File: config.mk
export PLATFORM = sky130hd
export DESIGN_NAME = ldpcsp_cycle_sequencer
export DESIGN_NICKNAME = d
export VERILOG_FILES = /design/src/rtl/ldpcsp_cycle_sequencer.sv
export SDC_FILE = /design/constraint.sdc
export NUM_CORES = 1
export LEC_CHECK = 0
export ABC_AREA = 0
export CAP_MARGIN = 20
export CORE_MARGIN = 2
export CORE_UTILIZATION = 40
export CTS_BUF_LIST = sky130_fd_sc_hd__clkbuf_4 sky130_fd_sc_hd__clkbuf_8
export DETAILED_ROUTE_END_ITERATION = 10
export GPL_ROUTABILITY_DRIVEN = 0
export GPL_TIMING_DRIVEN = 0
export HOLD_SLACK_MARGIN = 0.12
export PLACE_DENSITY = 0.74
export SLEW_MARGIN = 20
export SYNTH_ARGS = -nofsm -noshare
export SYNTH_HDL_FRONTEND = slang
export SYNTH_SLANG_ARGS = --single-unit
File: constraint.sdc
create_clock -name i_Clk -period 1.4 [get_ports i_Clk]
set_input_delay 0.14 -clock i_Clk [delete_from_list [all_inputs] [get_ports i_Clk]]
set_output_delay 0.14 -clock i_Clk [all_outputs]
set_load 0.05 [all_outputs]
File: src/rtl/ldpcsp_cycle_sequencer.sv
// T-state / M-cycle sequencer for the microcoded core: one-hot step and cycle
// drives, opcode latch, HALT handling and a sticky M-cycle overrun flag.
module ldpcsp_cycle_sequencer (
    input  logic       i_Clk,
    input  logic       i_Rst_n,
    input  logic       i_Wait,
    input  logic       i_Reset_Cycle,
    input  logic       i_IR_Fetch,
    input  logic       i_Halt_Req,
    input  logic       i_Wake,
    input  logic [7:0] i_Data_Bus,
    output logic [3:0] o_Cycle_Step,
    output logic [7:0] o_Cycle_Count,
    output logic [7:0] o_IR,
    output logic       o_IR_Valid,
    output logic       o_Halted,
    output logic       o_Overrun
);

    typedef enum logic [0:0] {
        ST_RUN  = 1'b0,
        ST_HALT = 1'b1
    } state_t;

    state_t      state_r;
    state_t      state_s;
    logic [3:0]  step_r;
    logic [3:0]  step_s;
    logic [7:0]  count_r;
    logic [7:0]  count_s;
    logic [7:0]  ir_r;
    logic [7:0]  ir_s;
    logic        ir_valid_r;
    logic        ir_valid_s;
    logic        halted_r;
    logic        halted_s;
    logic        overrun_r;
    logic        overrun_s;

    function automatic logic [3:0] rotl_step(input logic [3:0] step);
        return {step[2:0], step[3]};
    endfunction

    // Ninth M-cycle without a reset-cycle wraps back to the first one.
    function automatic logic [7:0] next_count(input logic [7:0] count, input logic reset_cycle);
        logic [7:0] result;
        if (reset_cycle) begin
            result = 8'h01;
        end else if (count == 8'h80) begin
            result = 8'h01;
        end else begin
            result = {count[6:0], 1'b0};
        end
        return result;
    endfunction

    // Next-state and next-output decode for the RUN/HALT sequencer.
    always_comb begin
        state_s    = state_r;
        step_s     = step_r;
        count_s    = count_r;
        ir_s       = ir_r;
        ir_valid_s = 1'b0;
        halted_s   = halted_r;
        overrun_s  = overrun_r;
        case (state_r)
            ST_RUN: begin
                if (!i_Wait) begin
                    step_s = rotl_step(step_r);
                    if (step_r[3]) begin
                        count_s = next_count(count_r, i_Reset_Cycle);
                        if (!i_Reset_Cycle && (count_r == 8'h80)) begin
                            overrun_s = 1'b1;
                        end else begin
                            overrun_s = overrun_r;
                        end
                        if (i_IR_Fetch) begin
                            ir_s       = i_Data_Bus;
                            ir_valid_s = 1'b1;
                        end else begin
                            ir_s       = ir_r;
                            ir_valid_s = 1'b0;
                        end
                        // Step already rotates 1000->0001 and count resets, so HALT starts clean.
                        if (i_Halt_Req && i_Reset_Cycle && !i_Wake) begin
                            state_s  = ST_HALT;
                            halted_s = 1'b1;
                        end else begin
                            state_s  = ST_RUN;
                            halted_s = 1'b0;
                        end
                    end else begin
                        count_s = count_r;
                    end
                end else begin
                    step_s = step_r;
                end
            end
            ST_HALT: begin
                if (i_Wake) begin
                    state_s  = ST_RUN;
                    halted_s = 1'b0;
                end else begin
                    state_s  = ST_HALT;
                    halted_s = 1'b1;
                end
            end
            default: begin
                state_s  = ST_RUN;
                halted_s = 1'b0;
            end
        endcase
    end

    // Sequencer state and output registers with asynchronous reset.
    always_ff @(posedge i_Clk or negedge i_Rst_n) begin
        if (!i_Rst_n) begin
            state_r    <= ST_RUN;
            step_r     <= 4'b0001;
            count_r    <= 8'h01;
            ir_r       <= 8'h00;
            ir_valid_r <= 1'b0;
            halted_r   <= 1'b0;
            overrun_r  <= 1'b0;
        end else begin
            state_r    <= state_s;
            step_r     <= step_s;
            count_r    <= count_s;
            ir_r       <= ir_s;
            ir_valid_r <= ir_valid_s;
            halted_r   <= halted_s;
            overrun_r  <= overrun_s;
        end
    end

    assign o_Cycle_Step  = step_r;
    assign o_Cycle_Count = count_r;
    assign o_IR          = ir_r;
    assign o_IR_Valid    = ir_valid_r;
    assign o_Halted      = halted_r;
    assign o_Overrun     = overrun_r;

endmodule
==> results.txt, run 1 <==
The flow ran to the end, and the final reports show no timing, DRC or antenna violations. The largest vdd supply drop is 0.567 mV. The count of nets left with antenna violations once routing finished came out at 0. The global-route wire length before repair came out at 2.99 mm. The count of TritonRoute iterations in the first routing pass came out at 4. The met2 wire length is 992 um.

The total via count in the routed design came out at 729. The peak per-stage delay on the critical path came out at 0.53 ns. In this run the worst setup path begins at o_Cycle_Count[7]. The register bit count reported by yosys came out at 24. The arrival time at the worst endpoint came out at 1.22 ns. The CTS H-tree depth is 1. The share of the clock period used by the worst path after layout came out at 97.4%. The floorplan die height is 54.2 um. Summed over all nets, wire length on met3 after detailed routing comes to 69 um. The switching fraction of total power came out at 18.4%. The filler cells instantiated in the layout total 220. The remaining global-route overflow is 0. The per-instance average area after synthesis is 13.2 um^2. The fraction of the yosys area taken by sequential cells is 60.0%. The post-route clock skew is 0.00406 ns.

The via count of the first global-routing pass was 689. Counting both buffers and inverters, the worst setup path holds a total of 1. The reg-to-reg critical path startpoint is state_r. Data on the critical path is required at its endpoint by 1.26 ns.

The number of max-capacitance violations reported is 0. Across the whole layout, storage elements account for 604 um^2. The wire length after detailed routing is 1.96 mm. The final layout contains 136 nets. Buffers placed on the I/O ports in this run total 37. The initial cell density of the core is 41.4%.

The slew at the pin closest to its max-slew limit is 0.519 ns. The relative slew slack is 65.4%. In the final layout, the share of cells above drive strength 1 is 36.7%. The die is 54.2 um wide.

The half-perimeter wire length after placement is 1.44 mm. The element type at the critical path end is an output pin. The setup path with the least slack is of type reg -> out. The unique cell type count in the Yosys netlist is 22.

Setup repair after global routing left no endpoint under its margin. The clock drives 24 sinks. The overall track demand over capacity in global routing is 14.4%. The footprint of the multi-input gates is 375 um^2. The power per standard cell area is 868 nW/um^2. The detailed router put a total of 874 um of wire on met1.

The via density per instance came out at 4.86. The maximum number of pins on one net before global-route repair came out at 25. Registers are responsible for 55.2% of the overall power. 38 I/O pins were placed. The worst hold slack is 0.329 ns. The critical path goes through dlygate4sd2_1.

The post-layout minimum cycle time came out at 1.36 ns. The share of total power dissipated in the clock network is 39.4%. After detailed routing, no signal wire sits above met4. The post-synth net total is 91. The worst setup path is launched from a flip-flop. In this run the number of cells on the critical path is 1.

The share of async-settable or async-resettable flops after synthesis came out at 100%. The combinational group share of total power came out at 5.4%. The depth of the worst register-to-register path came out at 5. The maximum clock path buffer count came out at 2. The root buffer cell is clkbuf_4. The total cell area at the placement stage is 1420 um^2. The largest individual stage delay along the critical path comes from the cell dlygate4sd2_1. The worst register-to-register path ends at o_Cycle_Count[2]. Setup violations remaining at the end of the flow were counted as 0. The cell row count is 18.

The max-slew violation total from the final report is 0. In this run the register-to-register setup slack is 0.07 ns. The standard cell core area is 2430 um^2. The synthesized netlist occupies a cell area of 1010 um^2. The upper clock frequency limit came out at 733 MHz.

The clock reaches the later pin of the worst-skew pair after 0.31 ns. The routed length per instance came out at 13.1 um. The number of DRC violations after detailed routing came out at 0. Among cell families on the critical path, the largest total delay comes from buffers and inverters. The min-delay analysis places its worst path in the category in -> async. The CTS tree is done. For this run, the number of standard cells in the final layout without fillers is 150. The most used flip-flop cell after synthesis is dfrtp_1.

In this run, CTS created clock tree buffers numbering 3. The number of enable flip-flop cells after synthesis came out at 0. The repair_antennas step left the layout with diodes totalling 0. The synthesis warning total came out at 0. The number of cells after detailed placement came out at 143. The finished layout cell area is 1450 um^2.

The synthesized netlist cell count came out at 76. The reported net switching power is 0.000231 W. Internal power comes to 0.00102 W. The biggest fanout along the worst timing path came out at 3.

The initial DRC count is 16. The CTS clock-pin slew for the worst setup and hold paths is 0.13 ns. The total die area is 2930 um^2.

The final number of hold-violating endpoints came out at 0. The growth of design area from synthesis to finish came out at 43.9%. The standby leakage power is 0.683 nW. The initial antenna violation count is 0.
==> power by group through the flow <==
stage / sequential (W) / clock, W / combinational, W
3_3_place_gp: 0.000706 / 0 / 0.0000638
5_1_grt: 0.000694 / 0.000539 / 0.0000744
6_report: 0.000693 / 0.000495 / 0.0000682
3_5_place_dp: 0.000706 / 0 / 0.0000652
4_1_cts: 0.000694 / 0.000512 / 0.0000663
2_1_floorplan: 0.000707 / 0 / 0.00000700
==> cells by family after synthesis <==
logic type | synth area share (%)
AO/OA/AOI/OAI | 8.08
buffers and inverters | 3.73
flip-flops | 60.0
multiplexers | 15.3
AND/OR/NAND/NOR | 12.9
==> per-layer routing <==
metal | up-vias | track usage (%)
li1 | 351 | -
met1 | 362 | 18.0
met2 | 14 | 23.7
met3 | 2 | 2.50
met4 | 0 | 7.50
met5 | - | 0
==> registers in the layout (all words and copies together), names as in the netlist <==
signal	cells
o_IR	8
o_Cycle_Step	4
o_Cycle_Count	8
state_r	1
o_IR_Valid	1
o_Halted	1
o_Overrun	1
==> layout by cell type, fill, tap and decap left out, types with 2 or more instances in the layout <==
cell | synthesis | routed
a21oi_1 | 2 | 2
buf_2 | 0 | 3
buf_4 | 0 | 2
buf_6 | 3 | 3
clkbuf_2 | 0 | 8
clkbuf_4 | 0 | 3
clkdlybuf4s15_1 | 0 | 5
clkdlybuf4s15_2 | 0 | 4
clkdlybuf4s50_1 | 0 | 13
dfrtp_1 | 22 | 21
dfstp_2 | 2 | 2
dlygate4sd2_1 | 0 | 4
mux2_2 | 3 | 3
mux2_4 | 8 | 8
nand2_1 | 9 | 7
nand2_2 | 0 | 2
nand2b_1 | 7 | 7
o21ai_1 | 5 | 5
o21ai_2 | 2 | 2
==> how the worst max path moves through the flow <==
stage                       endpoint  slack [ns]
finish              o_Cycle_Count[7]        0.04
global route        o_Cycle_Count[7]      0.0009
floorplan           o_Cycle_Count[3]       -0.01
CTS                 o_Cycle_Count[2]       0.003
global placement             o_IR[4]       -0.23
detailed placement           o_IR[7]       -0.23
==> synthesized netlist by cell type, types with 2 or more instances <==
| cell type | number | area, um^2 |
|---|---|---|
| nand2_1 | 9 | 33.8 |
| o21ai_2 | 2 | 17.5 |
| a21oi_1 | 2 | 10.0 |
| mux2_2 | 3 | 33.8 |
| mux2_4 | 8 | 120 |
| buf_6 | 3 | 33.8 |
| dfrtp_1 | 22 | 551 |
| nor2_2 | 2 | 12.5 |
| dfstp_2 | 2 | 52.6 |
| o21ai_1 | 5 | 25.0 |
| nand2b_1 | 7 | 43.8 |
==> through the flow <==
step	setup TNS (ns)	total power, W	setup WS, ns	util, %
global placement	-3.51	0.000770	-0.227	58.4
CTS	0	0.00127	0.00348	60.4
global route	0	0.00131	0.000920	59.5
floorplan	-0.0709	0.000714	-0.0121	-
detailed placement	-3.71	0.000772	-0.229	58.4
finish	0	0.00126	0.0357	59.5
==> area by class of cell <==
type                    instances  area share, %
multi-input cells              48           25.9
well taps                      30           2.59
clock inverters                 1           2.07
flip-flops and latches         24           41.7
clock buffers                   3           1.56
repair buffers                 40           23.5
plain buffers                   3           2.33
inverters                       1          0.259
==> repair_timing <==
item                                    4_1_cts  5_1_grt
setup buffers                                 1        1
pin swaps                                     0        2
endpoints found under the setup margin       31       26
hold buffers                                  0        1
hold endpoints to repair                      0       22
resized for setup                            41       20
(Power assumes the default switching activity.)
==> inputs of run 2 (changes only) <==
--- a/config.mk
+++ b/config.mk
@@ -6,7 +6,7 @@
 export NUM_CORES = 1
 export LEC_CHECK = 0
 export ABC_AREA = 0
-export CAP_MARGIN = 20
+export CAP_MARGIN = 5
 export CORE_MARGIN = 2
 export CORE_UTILIZATION = 40
 export CTS_BUF_LIST = sky130_fd_sc_hd__clkbuf_4 sky130_fd_sc_hd__clkbuf_8
==> results of run 2 <==
Same layout as run 1: the final DEF is identical, and so are final timing and power.
